File: src/rtl/alu_result_serializer.sv
// Captures an ALU result plus status flags and streams it out as an 8-bit
// framed byte stream, with a one-entry pending buffer behind the active frame.
module alu_result_serializer #(
  parameter int DATA_W      = 32,
  parameter bit MSB_FIRST   = 1'b0,
  parameter bit INCLUDE_HDR = 1'b1
) (
  input  logic              clk,
  input  logic              rst_n,
  input  logic              cap_valid,
  output logic              cap_ready,
  input  logic [DATA_W-1:0] cap_result,
  input  logic [3:0]        cap_flags,
  output logic              out_valid,
  input  logic              out_ready,
  output logic [7:0]        out_data,
  output logic              out_last,
  output logic              busy,
  output logic [3:0]        seq
);

  localparam int NB = DATA_W / 8;
  localparam logic [2:0] LAST_IDX = 3'(NB - 1);

  localparam logic [1:0] S_IDLE = 2'd0;
  localparam logic [1:0] S_HDR  = 2'd1;
  localparam logic [1:0] S_DATA = 2'd2;
  localparam logic [1:0] S_FIRST = INCLUDE_HDR ? S_HDR : S_DATA;

  logic [1:0]        r_state;
  logic [2:0]        r_idx;
  logic [DATA_W-1:0] r_act_result;
  logic [3:0]        r_act_flags;
  logic [3:0]        r_act_seq;
  logic              r_pnd_valid;
  logic [DATA_W-1:0] r_pnd_result;
  logic [3:0]        r_pnd_flags;
  logic [3:0]        r_pnd_seq;
  logic [3:0]        r_seq_cnt;
  logic [7:0]        r_out_data;
  logic              r_out_last;

  logic              w_cap;
  logic              w_xfer;
  logic              w_done;
  logic [1:0]        w_nxt_state;
  logic [2:0]        w_nxt_idx;
  logic [DATA_W-1:0] w_nxt_result;
  logic [3:0]        w_nxt_flags;
  logic [3:0]        w_nxt_seq;
  logic              w_nxt_pnd_valid;
  logic [DATA_W-1:0] w_nxt_pnd_result;
  logic [3:0]        w_nxt_pnd_flags;
  logic [3:0]        w_nxt_pnd_seq;
  logic [2:0]        w_sel_idx;
  logic [7:0]        w_data_byte;
  logic [7:0]        w_nxt_byte;
  logic              w_nxt_last;

  assign w_cap  = cap_valid && !r_pnd_valid;
  assign w_xfer = (r_state != S_IDLE) && out_ready;
  assign w_done = w_xfer && r_out_last;

  always_comb begin
    w_nxt_state      = r_state;
    w_nxt_idx        = r_idx;
    w_nxt_result     = r_act_result;
    w_nxt_flags      = r_act_flags;
    w_nxt_seq        = r_act_seq;
    w_nxt_pnd_valid  = r_pnd_valid;
    w_nxt_pnd_result = r_pnd_result;
    w_nxt_pnd_flags  = r_pnd_flags;
    w_nxt_pnd_seq    = r_pnd_seq;
    if (r_state == S_IDLE) begin
      if (w_cap) begin
        w_nxt_state  = S_FIRST;
        w_nxt_idx    = '0;
        w_nxt_result = cap_result;
        w_nxt_flags  = cap_flags;
        w_nxt_seq    = r_seq_cnt;
      end
    end else if (w_done) begin
      // Pending frame takes priority; a capture can only land here if pending is empty.
      if (r_pnd_valid) begin
        w_nxt_state     = S_FIRST;
        w_nxt_idx       = '0;
        w_nxt_result    = r_pnd_result;
        w_nxt_flags     = r_pnd_flags;
        w_nxt_seq       = r_pnd_seq;
        w_nxt_pnd_valid = 1'b0;
      end else if (w_cap) begin
        w_nxt_state  = S_FIRST;
        w_nxt_idx    = '0;
        w_nxt_result = cap_result;
        w_nxt_flags  = cap_flags;
        w_nxt_seq    = r_seq_cnt;
      end else begin
        w_nxt_state = S_IDLE;
        w_nxt_idx   = '0;
      end
    end else begin
      if (w_xfer) begin
        if (r_state == S_HDR) begin
          w_nxt_state = S_DATA;
          w_nxt_idx   = '0;
        end else begin
          w_nxt_idx = r_idx + 3'd1;
        end
      end
      if (w_cap) begin
        w_nxt_pnd_valid  = 1'b1;
        w_nxt_pnd_result = cap_result;
        w_nxt_pnd_flags  = cap_flags;
        w_nxt_pnd_seq    = r_seq_cnt;
      end
    end
  end

  // Byte for the next cycle is selected from the next-state view so out_data is registered.
  assign w_sel_idx = MSB_FIRST ? (LAST_IDX - w_nxt_idx) : w_nxt_idx;

  always_comb begin
    w_data_byte = '0;
    for (int unsigned k = 0; k < NB; k++) begin
      if (w_sel_idx == 3'(k)) begin
        w_data_byte = w_nxt_result[8*k +: 8];
      end
    end
  end

  always_comb begin
    w_nxt_byte = '0;
    w_nxt_last = 1'b0;
    if (w_nxt_state == S_HDR) begin
      w_nxt_byte = {w_nxt_flags, w_nxt_seq};
    end else if (w_nxt_state == S_DATA) begin
      w_nxt_byte = w_data_byte;
      w_nxt_last = (w_nxt_idx == LAST_IDX);
    end
  end

  always_ff @(posedge clk or negedge rst_n) begin
    if (!rst_n) begin
      r_state      <= S_IDLE;
      r_idx        <= '0;
      r_act_result <= '0;
      r_act_flags  <= '0;
      r_act_seq    <= '0;
      r_pnd_valid  <= 1'b0;
      r_pnd_result <= '0;
      r_pnd_flags  <= '0;
      r_pnd_seq    <= '0;
      r_seq_cnt    <= '0;
      r_out_data   <= '0;
      r_out_last   <= 1'b0;
    end else begin
      r_state      <= w_nxt_state;
      r_idx        <= w_nxt_idx;
      r_act_result <= w_nxt_result;
      r_act_flags  <= w_nxt_flags;
      r_act_seq    <= w_nxt_seq;
      r_pnd_valid  <= w_nxt_pnd_valid;
      r_pnd_result <= w_nxt_pnd_result;
      r_pnd_flags  <= w_nxt_pnd_flags;
      r_pnd_seq    <= w_nxt_pnd_seq;
      if (w_cap) begin
        r_seq_cnt <= r_seq_cnt + 4'd1;
      end
      r_out_data   <= w_nxt_byte;
      r_out_last   <= w_nxt_last;
    end
  end

  assign cap_ready = !r_pnd_valid;
  assign out_valid = (r_state != S_IDLE);
  assign out_data  = r_out_data;
  assign out_last  = r_out_last;
  assign busy      = (r_state != S_IDLE) || r_pnd_valid;
  assign seq       = r_act_seq;

endmodule

File: config.mk
export PLATFORM = sky130hd
export DESIGN_NAME = alu_result_serializer
export DESIGN_NICKNAME = d
export VERILOG_FILES = /design/src/rtl/alu_result_serializer.sv
export SDC_FILE = /design/constraint.sdc
export NUM_CORES = 1
export LEC_CHECK = 0
export ABC_AREA = 1
export CAP_MARGIN = 20
export CORE_MARGIN = 5
export CORE_UTILIZATION = 41
export CTS_CLUSTER_DIAMETER = 40
export DETAILED_ROUTE_END_ITERATION = 12
export GPL_TIMING_DRIVEN = 0
export RECOVER_POWER = 25
export SETUP_SLACK_MARGIN = 0.5
export SLEW_MARGIN = 5
export SYNTH_ARGS = -nofsm -noshare
export SYNTH_HDL_FRONTEND = slang
export SYNTH_SLANG_ARGS = --single-unit
File: constraint.sdc
create_clock -name clk -period 1.8 [get_ports clk]
set_input_delay 0.36 -clock clk [delete_from_list [all_inputs] [get_ports clk]]
set_output_delay 0.36 -clock clk [all_outputs]
set_load 0.01 [all_outputs]
==> impl_metrics.csv <==
group,metric,value,unit
timing,fmaxAchievable,0.514,GHz
cells_and_area,drive_gt1_share,43.8,%
clock_tree,cts.sinks,99,
detailed_routing,ant_nets,0,
yosys,postSynthAreaPerCell,7.88,µm²
grt,grt-ovfl-total,0,
grt,antenna_found_initial,0,
place,portBuffers,55,
worst_setup_path,cp_top_family,"simple AND/OR/NAND/NOR gates",
floorplan,core,12500,µm²
power,irDropWorstVdd,0.831,mV
worst_setup_path,cp_cell_sequence,"inv_2 -> buf_6 -> o21bai_1 -> nand3_1 -> nand2_2 -> buf_6 -> nand2_4 -> nor2_4 -> a21oi_1 -> nand2_1 -> nand2_1",
timing,tns,-1.10,ns
floorplan,die_w,122,µm
place,pre_cts_ws,-0.808,ns
worst_setup_path,r2r_cells,11,
floorplan,die_h,122,µm
cells_and_area,diodes,0,
worst_setup_path,cp_slowest_cell,"dfrtp_1",
timing,max_slew_margin,7.82,%
clock_tree,cts_inserted_buffers,9,
place,place.gp.congestion,0.866,
cells_and_area,area_growth,53.9,%
clock_tree,h-tree-depth,3,
clock_tree,cts.path.max_buffers,2,
detailed_routing,viasPerCell,5.37,
clock_tree,cts-root-buf,"clkbuf_16",
timing,grt_setup_unrepaired,"yes",
cells_and_area,final_util,63.6,%
yosys,syn_inst,654,
detailed_routing,remaining_drc_errors,0,
clock_tree,ctsHoldBuffers,0,
grt,grt_pass1_wl,25700,µm
worst_setup_path,crit_buf_inv,3,
grt,grt_usage,22.5,%
yosys,seq_area_frac_synth,48.1,%
power,powerDensity,1470,nW/µm²
clock_tree,clkTransAtPathRegs,0.08,ns
yosys,synth_ff_type,"dfrtp_1",
detailed_routing,routed_wl,18100,µm
cells_and_area,fin_area,7930,µm²
yosys,synth_edf_count,0,
yosys,yosysWarnings,0,
hold_path,hold_class,"in -> async",
timing,fin_ws,-0.145,ns
job,maxCapViolCount,0,
place,placed_area,6000,µm²
worst_setup_path,cp.required,2.06,ns
floorplan,rows,41,
grt,grt_max_degree,52,
power,leakagePower,3.80,nW
worst_setup_path,critPathKind,"reg -> reg",
cells_and_area,layout_commonest_cell,"nand2_1",
cells_and_area,final_cell_mix,"nand2_1, dfrtp_1, inv_1",
timing,drv_slew,0,
clock_tree,cts_tree,"done",
timing,worstMarginPinSlew,1.38,ns
yosys,ys_seq_elements,99,
worst_setup_path,rrSetupSlack,-0.15,ns
yosys,syn-cell-area,5150,µm²
grt,first_global_vias,5039,
timing,worst_clock_skew,0.0128,ns
worst_setup_path,cp.arrival,2.21,ns
worst_setup_path,start_kind,"flop",
detailed_routing,drt_iter0_drc,426,
cells_and_area,finalNetCount,824,
worst_setup_path,r2r_start,"r_state[1]",
run_status,status,"finished, violations left",
floorplan,start_util,41.3,%
timing,hold_violations,0,
detailed_routing,dr_total_vias,5151,
worst_setup_path,r2r-end,"out_data[1]",
worst_setup_path,slowest_delay,0.44,ns
clock_tree,clk_latency,0.37,ns
worst_setup_path,cp-end-kind,"flop",
power,total_power,11.7,mW
run_status,violations,"setup timing",
place,dp_hpwl,10700,µm
timing,period_needed,1.95,ns
cells_and_area,nFillCells,1019,
yosys,synth_cell_types,32,
worst_setup_path,critical_path.max_fanout,7,
timing,setup_viol,9,
floorplan,die_area,14900,µm²
floorplan,io_pins,56,
timing,fin_crit_sh,108,%
detailed_routing,dr.pass1.iters,5,
yosys,syn-num-nets,696,
detailed_routing,wl_per_cell,18.9,µm
yosys,async_flop_share,100,%
-- area by class of cell --
type	instances	area [µm²]	area share [%]
clock inverters	7	56.3	0.710
repair buffers	115	1200	15.2
well taps	172	215	2.71
plain buffers	34	467	5.88
flip-flops and latches	99	2480	31.3
inverters	63	256	3.23
clock buffers	9	225	2.84
multi-input cells	460	3030	38.2
-- metal layers --
metal | track usage [%] | vias up | share of wire (%)
li1 | - | 2370 | -
met1 | 28.2 | 2561 | 40
met2 | 37.2 | 186 | 51
met3 | 6.31 | 34 | 6.4
met4 | 8.47 | 0 | 2.4
met5 | 0 | - | 0
-- how the worst max path moves through the flow --
stage,depth (start not counted),from,to,slack (ns)
final,11,r_state[1],out_data[1],-0.15
after global routing,11,r_state[1],out_data[1],-0.29
after CTS,12,r_state[1],out_data[5],-0.02
after detailed placement,11,out_ready,out_data[5],-0.81
after global placement,1,rst_n,out_last,-3.85
after floorplan,12,r_state[1],out_data[0],0.24
-- through the flow --
stage	hold WS, ns	std cells
2_1_floorplan	0.0644	654
3_3_place_gp	0.461	881
3_5_place_dp	0.451	882
4_1_cts	0.0631	924
5_1_grt	0.410	959
6_report	0.309	959
-- synthesized netlist by cell type (2+ instances only) --
library cell,instances,area (µm²)
a21oi_1,13,65.1
nor2_2,9,56.3
inv_1,57,214
nand2_2,6,37.5
ha_1,2,25.0
or2_2,21,131
nor3_2,6,60.1
o21ai_1,11,55.1
nand2_1,157,589
nand4_1,2,12.5
xor2_1,2,17.5
o211ai_1,9,67.6
buf_6,7,78.8
buf_2,10,50.1
nand2_4,2,22.5
inv_2,6,22.5
o21ai_0,79,395
nor2_1,68,255
clkbuf_1,14,52.6
nand3_1,43,215
nor3_1,10,50.1
a21oi_2,5,43.8
buf_4,2,15.0
mux2_2,7,78.8
dfrtp_1,99,2480
-- power breakdown --
part | switching, mW | total, mW | internal, mW
sequential | 0.584 | 3.67 | 3.09
combinational | 3.31 | 6.12 | 2.81
clock | 0.951 | 1.91 | 0.963
total | 4.84 | 11.7 | 6.86
-- cell families (layout without fill, tap and decap cells) --
group	count (synthesis)	after routing	share of synthesized area, %
xor gates and xnor gates	2	2	0.340
adders and majority gates	2	2	0.485
DFF	99	99	48.1
and+or+nand+nor	327	329	28.4
buffers and inverters	97	228	8.47
muxes	7	7	1.53
AOI/OAI and AO/OA	120	120	12.7
-- sequential cells by signal, indices dropped and copies added, names as in the netlist --
signal        cells
r_pnd_result     32
r_pnd_seq         4
out_data          8
r_pnd_flags       4
r_pnd_valid       1
r_act_result     32
seq               4
r_seq_cnt         4
r_idx             3
out_last          1
r_state           2
r_act_flags       4
-- repair_timing --
item / CTS / global route
pin swaps: 12 / 54
buffers inserted: 25 / 26
resized for setup: 163 / 260
gates cloned: 1 / 9
setup endpoints to repair: 114 / 99
Note: power is estimated with default switching activity, not from simulation.
